[src/rtl/mole_score_evaluator.sv]
`default_nettype none
// ============================================================================
// Module      : mole_score_evaluator
// Description : Whack-a-mole round controller: arms a mole, judges the player
//               guess or timeout, holds the result, keeps a 4-digit BCD score.
//               Optional macro SCORE_PENALTY_EN: wrong/timeout decrements score.
// Revision    : 1.0 - initial release
// ============================================================================
module mole_score_evaluator #(
    parameter int RESPONSE_TIMEOUT = 100,
    parameter int COOLDOWN_CYCLES  = 100
) (
    input  logic        i_clk,
    input  logic        i_rst,
    input  logic        i_mole_valid,
    input  logic [2:0]  i_mole_position,
    input  logic        i_guess_valid,
    input  logic [2:0]  i_user_guess,
    output logic        o_ready,
    output logic [2:0]  o_mole_position,
    output logic [2:0]  o_user_guess,
    output logic        o_user_right,
    output logic        o_user_wrong,
    output logic [15:0] o_score
);

    typedef enum logic [1:0] {
        ST_IDLE  = 2'd0,
        ST_ARMED = 2'd1,
        ST_SHOW  = 2'd2
    } state_t;

    localparam logic [27:0] c_TIMEOUT_LAST  = 28'(RESPONSE_TIMEOUT - 1);
    localparam logic [27:0] c_COOLDOWN_LAST = 28'(COOLDOWN_CYCLES - 1);

    state_t      r_state, w_state_nxt;
    logic [27:0] r_cnt, w_cnt_nxt;
    logic [2:0]  r_mole, w_mole_nxt;
    logic [2:0]  r_guess, w_guess_nxt;
    logic        r_right, w_right_nxt;
    logic        r_wrong, w_wrong_nxt;
    logic [15:0] r_score, w_score_nxt;
    logic        w_mole_onehot;

    // Saturating BCD increment, per-digit carry.
    function automatic logic [15:0] bcd_inc(input logic [15:0] v);
        logic [15:0] r;
        logic        carry;
        r     = v;
        carry = 1'b1;
        if (v != 16'h9999) begin
            for (int d = 0; d < 4; d++) begin
                if (carry) begin
                    if (r[d*4 +: 4] == 4'd9) begin
                        r[d*4 +: 4] = 4'd0;
                    end else begin
                        r[d*4 +: 4] = r[d*4 +: 4] + 4'd1;
                        carry       = 1'b0;
                    end
                end
            end
        end
        return r;
    endfunction

`ifdef SCORE_PENALTY_EN
    // Flooring BCD decrement, per-digit borrow.
    function automatic logic [15:0] bcd_dec(input logic [15:0] v);
        logic [15:0] r;
        logic        borrow;
        r      = v;
        borrow = 1'b1;
        if (v != 16'h0000) begin
            for (int d = 0; d < 4; d++) begin
                if (borrow) begin
                    if (r[d*4 +: 4] == 4'd0) begin
                        r[d*4 +: 4] = 4'd9;
                    end else begin
                        r[d*4 +: 4] = r[d*4 +: 4] - 4'd1;
                        borrow      = 1'b0;
                    end
                end
            end
        end
        return r;
    endfunction
`endif

    assign w_mole_onehot = (i_mole_position == 3'b001) ||
                           (i_mole_position == 3'b010) ||
                           (i_mole_position == 3'b100);

    always_ff @(posedge i_clk or posedge i_rst) begin
        if (i_rst) begin
            r_state <= ST_IDLE;
            r_cnt   <= '0;
            r_mole  <= '0;
            r_guess <= '0;
            r_right <= 1'b0;
            r_wrong <= 1'b0;
            r_score <= '0;
        end else begin
            r_state <= w_state_nxt;
            r_cnt   <= w_cnt_nxt;
            r_mole  <= w_mole_nxt;
            r_guess <= w_guess_nxt;
            r_right <= w_right_nxt;
            r_wrong <= w_wrong_nxt;
            r_score <= w_score_nxt;
        end
    end

    always_comb begin
        w_state_nxt = r_state;
        w_cnt_nxt   = r_cnt + 28'd1;
        w_mole_nxt  = r_mole;
        w_guess_nxt = r_guess;
        w_right_nxt = 1'b0;
        w_wrong_nxt = 1'b0;
        w_score_nxt = r_score;
        case (r_state)
            ST_IDLE: begin
                w_cnt_nxt = '0;
                if (i_mole_valid && w_mole_onehot) begin
                    w_state_nxt = ST_ARMED;
                    w_mole_nxt  = i_mole_position;
                end
            end
            ST_ARMED: begin
                // A guess in the last allowed cycle takes priority over the timeout.
                if (i_guess_valid && (i_user_guess != 3'b000)) begin
                    w_state_nxt = ST_SHOW;
                    w_cnt_nxt   = '0;
                    w_guess_nxt = i_user_guess;
                    if (i_user_guess == r_mole) begin
                        w_right_nxt = 1'b1;
                        w_score_nxt = bcd_inc(r_score);
                    end else begin
                        w_wrong_nxt = 1'b1;
`ifdef SCORE_PENALTY_EN
                        w_score_nxt = bcd_dec(r_score);
`endif
                    end
                end else if (r_cnt == c_TIMEOUT_LAST) begin
                    w_state_nxt = ST_SHOW;
                    w_cnt_nxt   = '0;
                    w_guess_nxt = 3'b000;
                    w_wrong_nxt = 1'b1;
`ifdef SCORE_PENALTY_EN
                    w_score_nxt = bcd_dec(r_score);
`endif
                end
            end
            ST_SHOW: begin
                if (r_cnt == c_COOLDOWN_LAST) begin
                    w_state_nxt = ST_IDLE;
                    w_cnt_nxt   = '0;
                    w_mole_nxt  = 3'b000;
                    w_guess_nxt = 3'b000;
                end
            end
            default: begin
                w_state_nxt = ST_IDLE;
                w_cnt_nxt   = '0;
                w_mole_nxt  = 3'b000;
                w_guess_nxt = 3'b000;
            end
        endcase
    end

    assign o_ready         = (r_state == ST_IDLE);
    assign o_mole_position = r_mole;
    assign o_user_guess    = r_guess;
    assign o_user_right    = r_right;
    assign o_user_wrong    = r_wrong;
    assign o_score         = r_score;

endmodule
`default_nettype wire

[config.mk]
export PLATFORM = sky130hd
export DESIGN_NAME = mole_score_evaluator
export DESIGN_NICKNAME = d
export VERILOG_FILES = /design/src/rtl/mole_score_evaluator.sv
export SDC_FILE = /design/constraint.sdc
export NUM_CORES = 1
export LEC_CHECK = 0
export BUFFER_PORTS_ARGS = -buffer_cell sky130_fd_sc_hd__buf_2
export CAP_MARGIN = 10
export CORE_MARGIN = 4
export CORE_UTILIZATION = 62
export CTS_CLUSTER_DIAMETER = 50
export DETAILED_ROUTE_END_ITERATION = 7
export PLACE_DENSITY = 0.84
export SLEW_MARGIN = 40
export SYNTH_ARGS = -nofsm -noshare
export SYNTH_HDL_FRONTEND = slang
export SYNTH_SLANG_ARGS = --single-unit
[constraint.sdc]
create_clock -name i_clk -period 4.5 [get_ports i_clk]
set_input_delay 0.9 -clock i_clk [delete_from_list [all_inputs] [get_ports i_clk]]
set_output_delay 0.9 -clock i_clk [all_outputs]
set_load 0.02 [all_outputs]
Word-level counts from Yosys, hierarchy flattened
Cells that the tools add are included.
{ "classes": {"n_addsub": 5, "reduce_logical": 12, "bitwise": 1, "muxes": 42, "n_eq_ne": 15} }
{ "op_table": {"columns": ["op", "count"], "rows": [
  ["2-to-1 mux 28 bit", 2],
  ["one-hot mux 28 bit (2 select lines)", 1],
  ["adder 28 x 1 -> 28 bit (second input constant)", 1],
  ["equality test 28 x 7 -> 1 bit (second input constant)", 1],
  ["2-to-1 mux 1 bit", 24],
  ["one-hot mux 3 bit (3 select lines)", 2],
  ["adder 4 x 1 -> 4 bit (second input constant)", 4],
  ["equality test 4 bit (second input constant)", 4],
  ["2-to-1 mux 4 bit", 4],
  ["inequality test 16 bit (second input constant)", 1],
  ["AND reduction 5 bit", 3],
  ["2-to-1 mux 3 bit", 4],
  ["2-to-1 mux 2 bit", 4],
  ["one-hot mux 2 bit (3 select lines)", 1],
  ["AND reduction 3 bit", 2],
  ["AND reduction 4 bit", 1],
  ["equality test 3 x 1 -> 1 bit (second input constant)", 1],
  ["equality test 3 x 2 -> 1 bit (second input constant)", 1],
  ["equality test 3 bit", 1],
  ["equality test 3 bit (second input constant)", 1],
  ["inequality test 3 bit (second input constant)", 1],
  ["nonzero test 3 bit", 1],
  ["equality test 2 x 1 -> 1 bit (second input constant)", 1],
  ["equality test 2 bit (second input constant)", 1],
  ["6 further kinds", 8]
]} }
{ "totals": {"out_inout_bits": 25, "reg_bits": 54, "elab_cells": 85, "in_bits": 10} }

Depth between registers and ports, before layout
Gate-level depths: netlist (run 1).
{ "depth": {"depth_word": 17, "depth_mapped": 7, "ltp_nobuf": 7} }

Least setup slack after synthesis (run 1)
Ideal clock, no wire load.
{ "synth_path": {"path_kind": "in2reg", "from": "input i_user_guess[0]", "to": "register r_score[1], in the netlist o_score[1]", "cell_stages": 5, "arrival_ps": 2104, "setup_slack_ps": 2268, "required_ps": 4372, "path_buffers": 0, "path_cell_list": "xnor2_1 nand4b_1 a41oi_1 nand2_1 mux2_1"} }
{ "synth_via": {"elab_chain_cells": 3, "elab_cells_between_ends": 4, "classes_between": "eq/ne: 1; reduce/logical: 3"} }
{ "synth_rtl": {"columns": ["item", "line_no", "text"], "rows": [
  ["from (decl)", "18", "input logic [2:0] i_user_guess,"],
  ["nonzero test 3 bit", "131", "if (i_guess_valid && (i_user_guess != 3'b000)) begin"],
  ["logical AND 1 bit", "131", null],
  ["AND reduction 4 bit (no line) (*)", null, null],
  ["to (signal assigned)", "109", "r_score <= w_score_nxt;"],
  ["to (decl)", "42", "logic [15:0] r_score, w_score_nxt;"]
]} }
Mark *: on every way between the ends. The rest lies on a longest branch, timed or not.
A chain may end at the register's enable or synchronous reset.

Worst setup path in the final report (run 1)
{ "layout_path": {"from": "register r_cnt[0]", "to": "register r_guess[0], in the netlist o_user_guess[0]"} }
{ "layout_via": {"elab_chain_cells": 4} }
{ "layout_rtl": {"columns": ["item", "line_no", "text"], "rows": [
  ["from (decl)", "37", "logic [27:0] r_cnt, w_cnt_nxt;"],
  ["from (signal assigned)", "104", "r_cnt <= w_cnt_nxt;"],
  ["equality test 28 x 7 -> 1 bit (*)", "144, 155", null],
  ["2-to-1 mux 3 bit (*)", null, null],
  ["2-to-1 mux 3 bit", null, null],
  ["one-hot mux 3 bit (3 select lines) (*)", null, null],
  ["to (signal assigned)", "106", "r_guess <= w_guess_nxt;"],
  ["to (decl)", "39", "logic [2:0] r_guess, w_guess_nxt;"]
]} }
Marks and branches as above.

==> metrics, run 1 <==
Total Die Area=5650 um2; drt total wl=5.53 mm; CP Launch Type=flip-flop; sequential share of the synthesized area=48.3%; Setup Buffers After CTS=0; WL/cell=14.8 um; core area=4350 um2; DR vias=~2200; Place WS=1.82 ns; Worst-path clk slew=0.09 ns; Final Util=between 70 and 80%; initial core utilization=between 60 and 70%; row cnt=24; TritonCTS clock tree=done; Yosys top cell by area=dfrtp_1; syn_nets=295; Synth area leaders=dfrtp_1, xor2_1, nor2_1; gr ovfl total=0; Critical Path Start=r_cnt[0]; r2r setup slk=2.07 ns; status=complete, no violations; hold buffers post-CTS=0; Worst Path Required=4.70 ns; Worst VDD drop=0.179 mV; vias in the first global route=2055; port bufs=34; Distinct cells, synth=45; P_int=656 uW; arrival time of the worst setup path=2.62 ns; Clock Tree Root=clkbuf_8; Largest stage delay, worst path=0.57 ns; 1st-iter DRT viols=160; clock buffer depth=2; Hold Path Class=flip-flop to flip-flop; antenna-violating nets left=0; critical path peak fanout=10; Yosys warning total=0; Fin Clk Skew=0.0100 ns; Power, Total=827 uW; Max-Cap Viols=0; DRC errors left=0; Final WS setup=about 2.1 ns; fin area=roughly 3200 um2; critical-path cell list=ha_1 > nor4b_2 > nand4_1 > o311ai_4 > buf_6 > nand2b_1 > a221o_1; Tmin final=2.43 ns; share of layout cells above drive strength 1=16.8%; I/O pin cnt=35; Final setup viols=0; highest-delay cell along the critical path=o311ai_4; pwr dens=261 nW/um2; # clock sinks=54; cells after synthesis=between 200 and 300; Hold Violations, Final=0; first-pass GRT wire length=approximately 9.5 mm; Fmax=412 MHz; Antenna Cells=0; fin crit share=~54%; initial antenna violation count=0; P&R area growth vs syn=13.2%; total negative slack=0 ns; top cell type's share of synthesized area=48.3%; clock network fraction of design power=38.8%; Vias/cell=around 5.9; Sw Share=about a fifth; Die Width=about 75 um; GP Congestion=slightly below 0.9; fin. max-slew vios=0; RR Endpoint=o_user_guess[0]; syn_area_per_cell=9.96 um2; CTS H-tree depth=2; unrepaired setup endpoints after global routing=no; post-CTS resize count=0; Post-DP Area=3040 um2; switching power total=171 uW; Total GRT Usage=between 20% and 30%; R2R cell count=7; Cells after DPL=365; Slew HR=55.9%; Final Instance Count excl. Fillers=approximately 370; worst slew pin tran=0.662 ns; power share of the combinational group=2.5%; CTS Buf Count=5; worst skew pair latency=around 0.31 ns; crit path to=o_user_guess[0]; Die Y=around 75 um; dpl hpwl=3.92 mm; Lkg Pwr=approximately 1.5 nW; WHS=0.503 ns; CP Capture Type=flip-flop; Yosys reg bits=between 50 and 60; DR pass1 iterations=4; Seq pwr share=58.6%; largest net degree at the start of global routing=55; critical path class=flip-flop to flip-flop; fin nets=334; Worst R2R Start=r_cnt[0]; cell area after synthesis=2800 um2
[kinds of logic (layout without fill, tap and decap cells)]
kind of cell,after synthesis,in the layout,synth area share [%]
xor gates and xnor gates,37,37,11.6
muxes,7,7,2.55
DFF,54,54,48.3
buffers and inverters,20,60,2.77
and+or+nand+nor,131,131,25.2
adders and majority gates,4,4,1.79
AOI/OAI and AO/OA,28,28,7.87
[routing by layer]
layer,track usage [%],share of wire (%),vias to the layer above
met4,6.80,1.5,0
met5,0,0,-
met3,3.47,4.7,11
met1,31.4,45,1062
met2,33.4,48,54
li1,-,-,1063
[critical path, delay by kind of cell, from the launching register on]
kind / cells / cell delay [ns]
AOI/OAI and AO/OA: 2 / 0.87
and+or+nand+nor: 3 / 0.57
DFF: 1 / 0.41
adders and majority gates: 1 / 0.27
buffers and inverters: 1 / 0.21
[Yosys cell counts]
cell type  instances
nor4_2             2
o22a_1             1
nor4_1             5
and2_1             1
o21a_1             2
nand4b_1           2
xnor2_1           15
mux2i_1            6
nand2_1           21
and3_1             5
a21o_1             1
nor2_1            37
nand3b_1           1
o31ai_1            3
and4bb_1           1
nor3_2             1
nor3_1             5
o211ai_1           1
a21oi_1            5
nand4_1           11
nor3b_1            3
a31o_2             1
o2bb2ai_1          1
nor4bb_1           1
a22o_1             1
ha_1               4
and4b_1            1
nor2b_1            4
buf_2              2
o21ai_0            5
nand2b_1           2
clkbuf_1           2
a41oi_1            1
or3_1              3
o311ai_4           1
xor2_1            22
dfrtp_1           54
nor4b_2            1
a221o_1            3
inv_1             16
and4_1             4
nand3_1           18
o311ai_0           2
mux2_1             1
or2_2              2
[sequential cells by signal, summed over array words and instances, names as in the netlist]
signal	count
r_cnt	28
o_score	16
o_mole_position	3
o_user_guess	3
r_state	2
o_user_right	1
o_user_wrong	1
[power groups by stage]
stage | logic, mW | registers, mW | clock network [mW]
finish | 0.0207 | 0.485 | 0.321
global route | 0.0241 | 0.485 | 0.350
CTS | 0.0213 | 0.485 | 0.330
detailed placement | 0.0211 | 0.494 | 0
global placement | 0.0203 | 0.494 | 0
floorplan | 0.0111 | 0.494 | 0
[how the worst min path moves through the flow]
stage | end | startpoint | slack [ns] | cells after the start
after CTS | r_cnt[0] | r_cnt[0] | 0.51 | 1
final | r_cnt[0] | r_cnt[0] | 0.50 | 1
after global routing | r_cnt[0] | r_cnt[0] | 0.55 | 1
after floorplan | r_cnt[0] | r_cnt[0] | 0.45 | 1
after global placement | r_cnt[0] | r_cnt[0] | 0.47 | 1
after detailed placement | r_cnt[0] | r_cnt[0] | 0.49 | 1
[cells in the final DEF (no fill, tap or decap), drive strengths merged, types with 5 or more instances in the layout]
master / instances
and3: 5
mux2i: 6
buf: 36
inv: 16
nor4: 7
a21oi: 5
nand3: 18
dfrtp: 54
nand2: 21
nand4: 11
o21ai: 5
nor2: 37
nor3: 6
xor2: 22
xnor2: 15
clkbuf: 5
[cell type report]
cell class,count,area (um2)
Multi-Input combinational cell,207,1380
Sequential cell,54,1350
Fill cell,310,1180
Timing Repair Buffer,36,193
Clock buffer,5,68.8
Tap cell,52,65.1
Inverter,16,62.6
Clock inverter,3,45.0
No activity file was read; power rests on OpenSTA's default activity.
==> inputs of run 2 (changes only) <==
--- a/config.mk
+++ b/config.mk
@@ -8,10 +8,10 @@
 export BUFFER_PORTS_ARGS = -buffer_cell sky130_fd_sc_hd__buf_2
 export CAP_MARGIN = 10
 export CORE_MARGIN = 4
-export CORE_UTILIZATION = 62
+export CORE_UTILIZATION = 52
 export CTS_CLUSTER_DIAMETER = 50
 export DETAILED_ROUTE_END_ITERATION = 7
-export PLACE_DENSITY = 0.84
+export PLACE_DENSITY = 0.76
 export SLEW_MARGIN = 40
 export SYNTH_ARGS = -nofsm -noshare
 export SYNTH_HDL_FRONTEND = slang
==> constraint.sdc (replaced) <==
create_clock -name i_clk -period 2.2 [get_ports i_clk]
set_input_delay 0.44 -clock i_clk [delete_from_list [all_inputs] [get_ports i_clk]]
set_output_delay 0.44 -clock i_clk [all_outputs]
set_load 0.02 [all_outputs]
==> metrics, run 2 (same netlist as run 1, synthesis figures left out) <==
pwr dens=523 nW/um2 (+100%); Largest Register=r_cnt; Clock Tree Root=clkbuf_8; Sw Share=21.4% (+0.68 points); share of layout cells above drive strength 1=19.8% (+2.9 points); P_int=1.35 mW (+110%); CTS Buf Count=5 (unchanged); Antenna Cells=0 (unchanged); critical path class=flip-flop to flip-flop; TritonCTS clock tree=done; WL/cell=14.2 um (-4.1%); Bufs and invs on worst path=2 (+1); antenna-violating nets left=0 (unchanged); Total GRT Usage=19.2% (-2.4 points); hold buffers post-CTS=0 (unchanged); clock buffer depth=2 (unchanged); Tmin final=2.05 ns (-0.380 ns); fin. max-slew vios=0 (unchanged); Power, Total=1.72 mW (+110%); power share of the combinational group=2.8% (+0.3 points); Die Y=81.4 um (+8.2%); Worst-path clk slew=0.10 ns (about the same); Hold Violations, Final=0 (unchanged); Fmax=488 MHz (+19%); port bufs=34 (unchanged); DR pass1 iterations=4 (unchanged); 1st-iter DRT viols=90 (-44%); Lkg Pwr=1.58 nW (+4.1%); worst skew pair latency=0.32 ns (about the same); flip-flop count of the largest register after layout=28 (unchanged); Worst Path Required=2.40 ns (-2.30 ns); arrival time of the worst setup path=2.24 ns (-0.38 ns); row cnt=26 (+8.3%); FILL cells=445 (+44%); Max-Cap Viols=0 (unchanged); Worst VDD drop=0.295 mV (+65%); commonest non-fill, non-tap cell in the layout=dfrtp_1; CP Launch Type=flip-flop; worst slew pin tran=0.566 ns (-0.0964 ns); status=complete, no violations; fin nets=347 (+3.9%); fin area=3290 um2 (+3.8%); Post-DP Area=3160 um2 (+3.8%); Seq pwr share=57.7% (-0.9 points); first-pass GRT wire length=9.94 mm (+4.7%); highest-count cells in the layout ignoring fill and taps=dfrtp_1, nor2_1, buf_2; fin crit share=93.1% (+39 points); Crit path max-delay family=compound AO/OA/AOI/OAI gates; # clock sinks=54 (unchanged); DR vias=2236 (+2.1%); vias in the first global route=2204 (+7.3%); Largest stage delay, worst path=0.40 ns (-0.17 ns); initial core utilization=54.1% (-10 points); GP Congestion=0.851 (-4.3%); initial antenna violation count=0 (unchanged); CTS H-tree depth=2 (unchanged); largest net degree at the start of global routing=30 (-45%); Fin Clk Skew=0.0138 ns (+0.00380 ns); P&R area growth vs syn=17.5%; critical-path cell list=inv_1 > ha_1 > o311ai_0 > nand4b_1 > buf_4 > a41oi_1 > nand2_1 > mux2_1; Slew HR=62.2% (+6.4 points); r2r setup slk=0.15 ns (-1.92 ns); Final setup viols=0 (unchanged); Total Die Area=6620 um2 (+17%); gr ovfl total=0 (unchanged); CP Capture Type=flip-flop; clock network fraction of design power=39.6% (+0.8 points); Vias/cell=5.53 (-5.7%); Hold Path Class=input pin to async pin; critical path peak fanout=4 (-6); switching power total=367 uW (+110%); highest-delay cell along the critical path=dfrtp_1; Die Width=81.4 um (+8.2%); drt total wl=5.75 mm (+3.9%); core area=5170 um2 (+19%); DRC errors left=0 (unchanged); dpl hpwl=4.15 mm (+5.8%); I/O pin cnt=35 (unchanged)
run 2: path summary, 6_finish.rpt:
check | startpoint | endpoint | cells after the start
min in group i_clk | i_mole_position[0] | o_mole_position[0] | 3
max in group asynchronous | i_rst | o_user_wrong | 3
worst min-delay path | i_rst | r_cnt[26] | 2
worst max register to register | r_state[1] | o_score[1] | 8
worst min register to register | r_cnt[0] | r_cnt[0] | 1
worst max-delay path | r_state[1] | o_score[1] | 8
run 2: cell type report:
cell class              count  area, um2  area share (%)
repair buffers             49        295            8.98
multi-input cells         207       1380            41.9
clock buffers               5       68.8            2.09
well taps                  70       87.6            2.66
flip-flops and latches     54       1350            41.1
inverters                  16       60.1            1.83
clock inverters             3       47.5            1.45
run 2: through the flow:
step | hold slack (ns) | utilization [%] | setup WS, ns | std cells | setup TNS (ns)
2_1_floorplan | 0.455 | - | 0.197 | 281 | 0
3_3_place_gp | 0.486 | 61.0 | 0.232 | 395 | 0
3_5_place_dp | 0.489 | 61.0 | 0.137 | 395 | 0
4_1_cts | 0.186 | 63.3 | 0.115 | 403 | 0
5_1_grt | 0.205 | 63.6 | -0.00934 | 404 | -0.0187
6_report | 0.174 | 63.6 | 0.152 | 404 | 0
run 2: timing repair:
item	4_1_cts	5_1_grt
resized for setup	0	1
buffers inserted	0	1
setup endpoints to repair	0	6
run 2: power by group through the flow:
stage          registers [mW]  clock network (mW)  logic (mW)
2_1_floorplan            1.01                   0      0.0226
3_3_place_gp             1.01                   0      0.0476
3_5_place_dp             1.01                   0      0.0490
4_1_cts                 0.992               0.699      0.0489
5_1_grt                 0.992               0.741      0.0537
6_report                0.992               0.681      0.0473
run 2: routing by layer:
metal / track usage, % / part of all wire [%] / vias to the layer above / wire [um]
met1: 24.8 / 45 / 1080 / 2580
met4: 6.08 / 1.6 / 0 / 90
met2: 32.2 / 49 / 55 / 2840
met3: 3.77 / 4.2 / 9 / 241
li1: - / - / 1092 / -
met5: 0 / 0 / - / 0
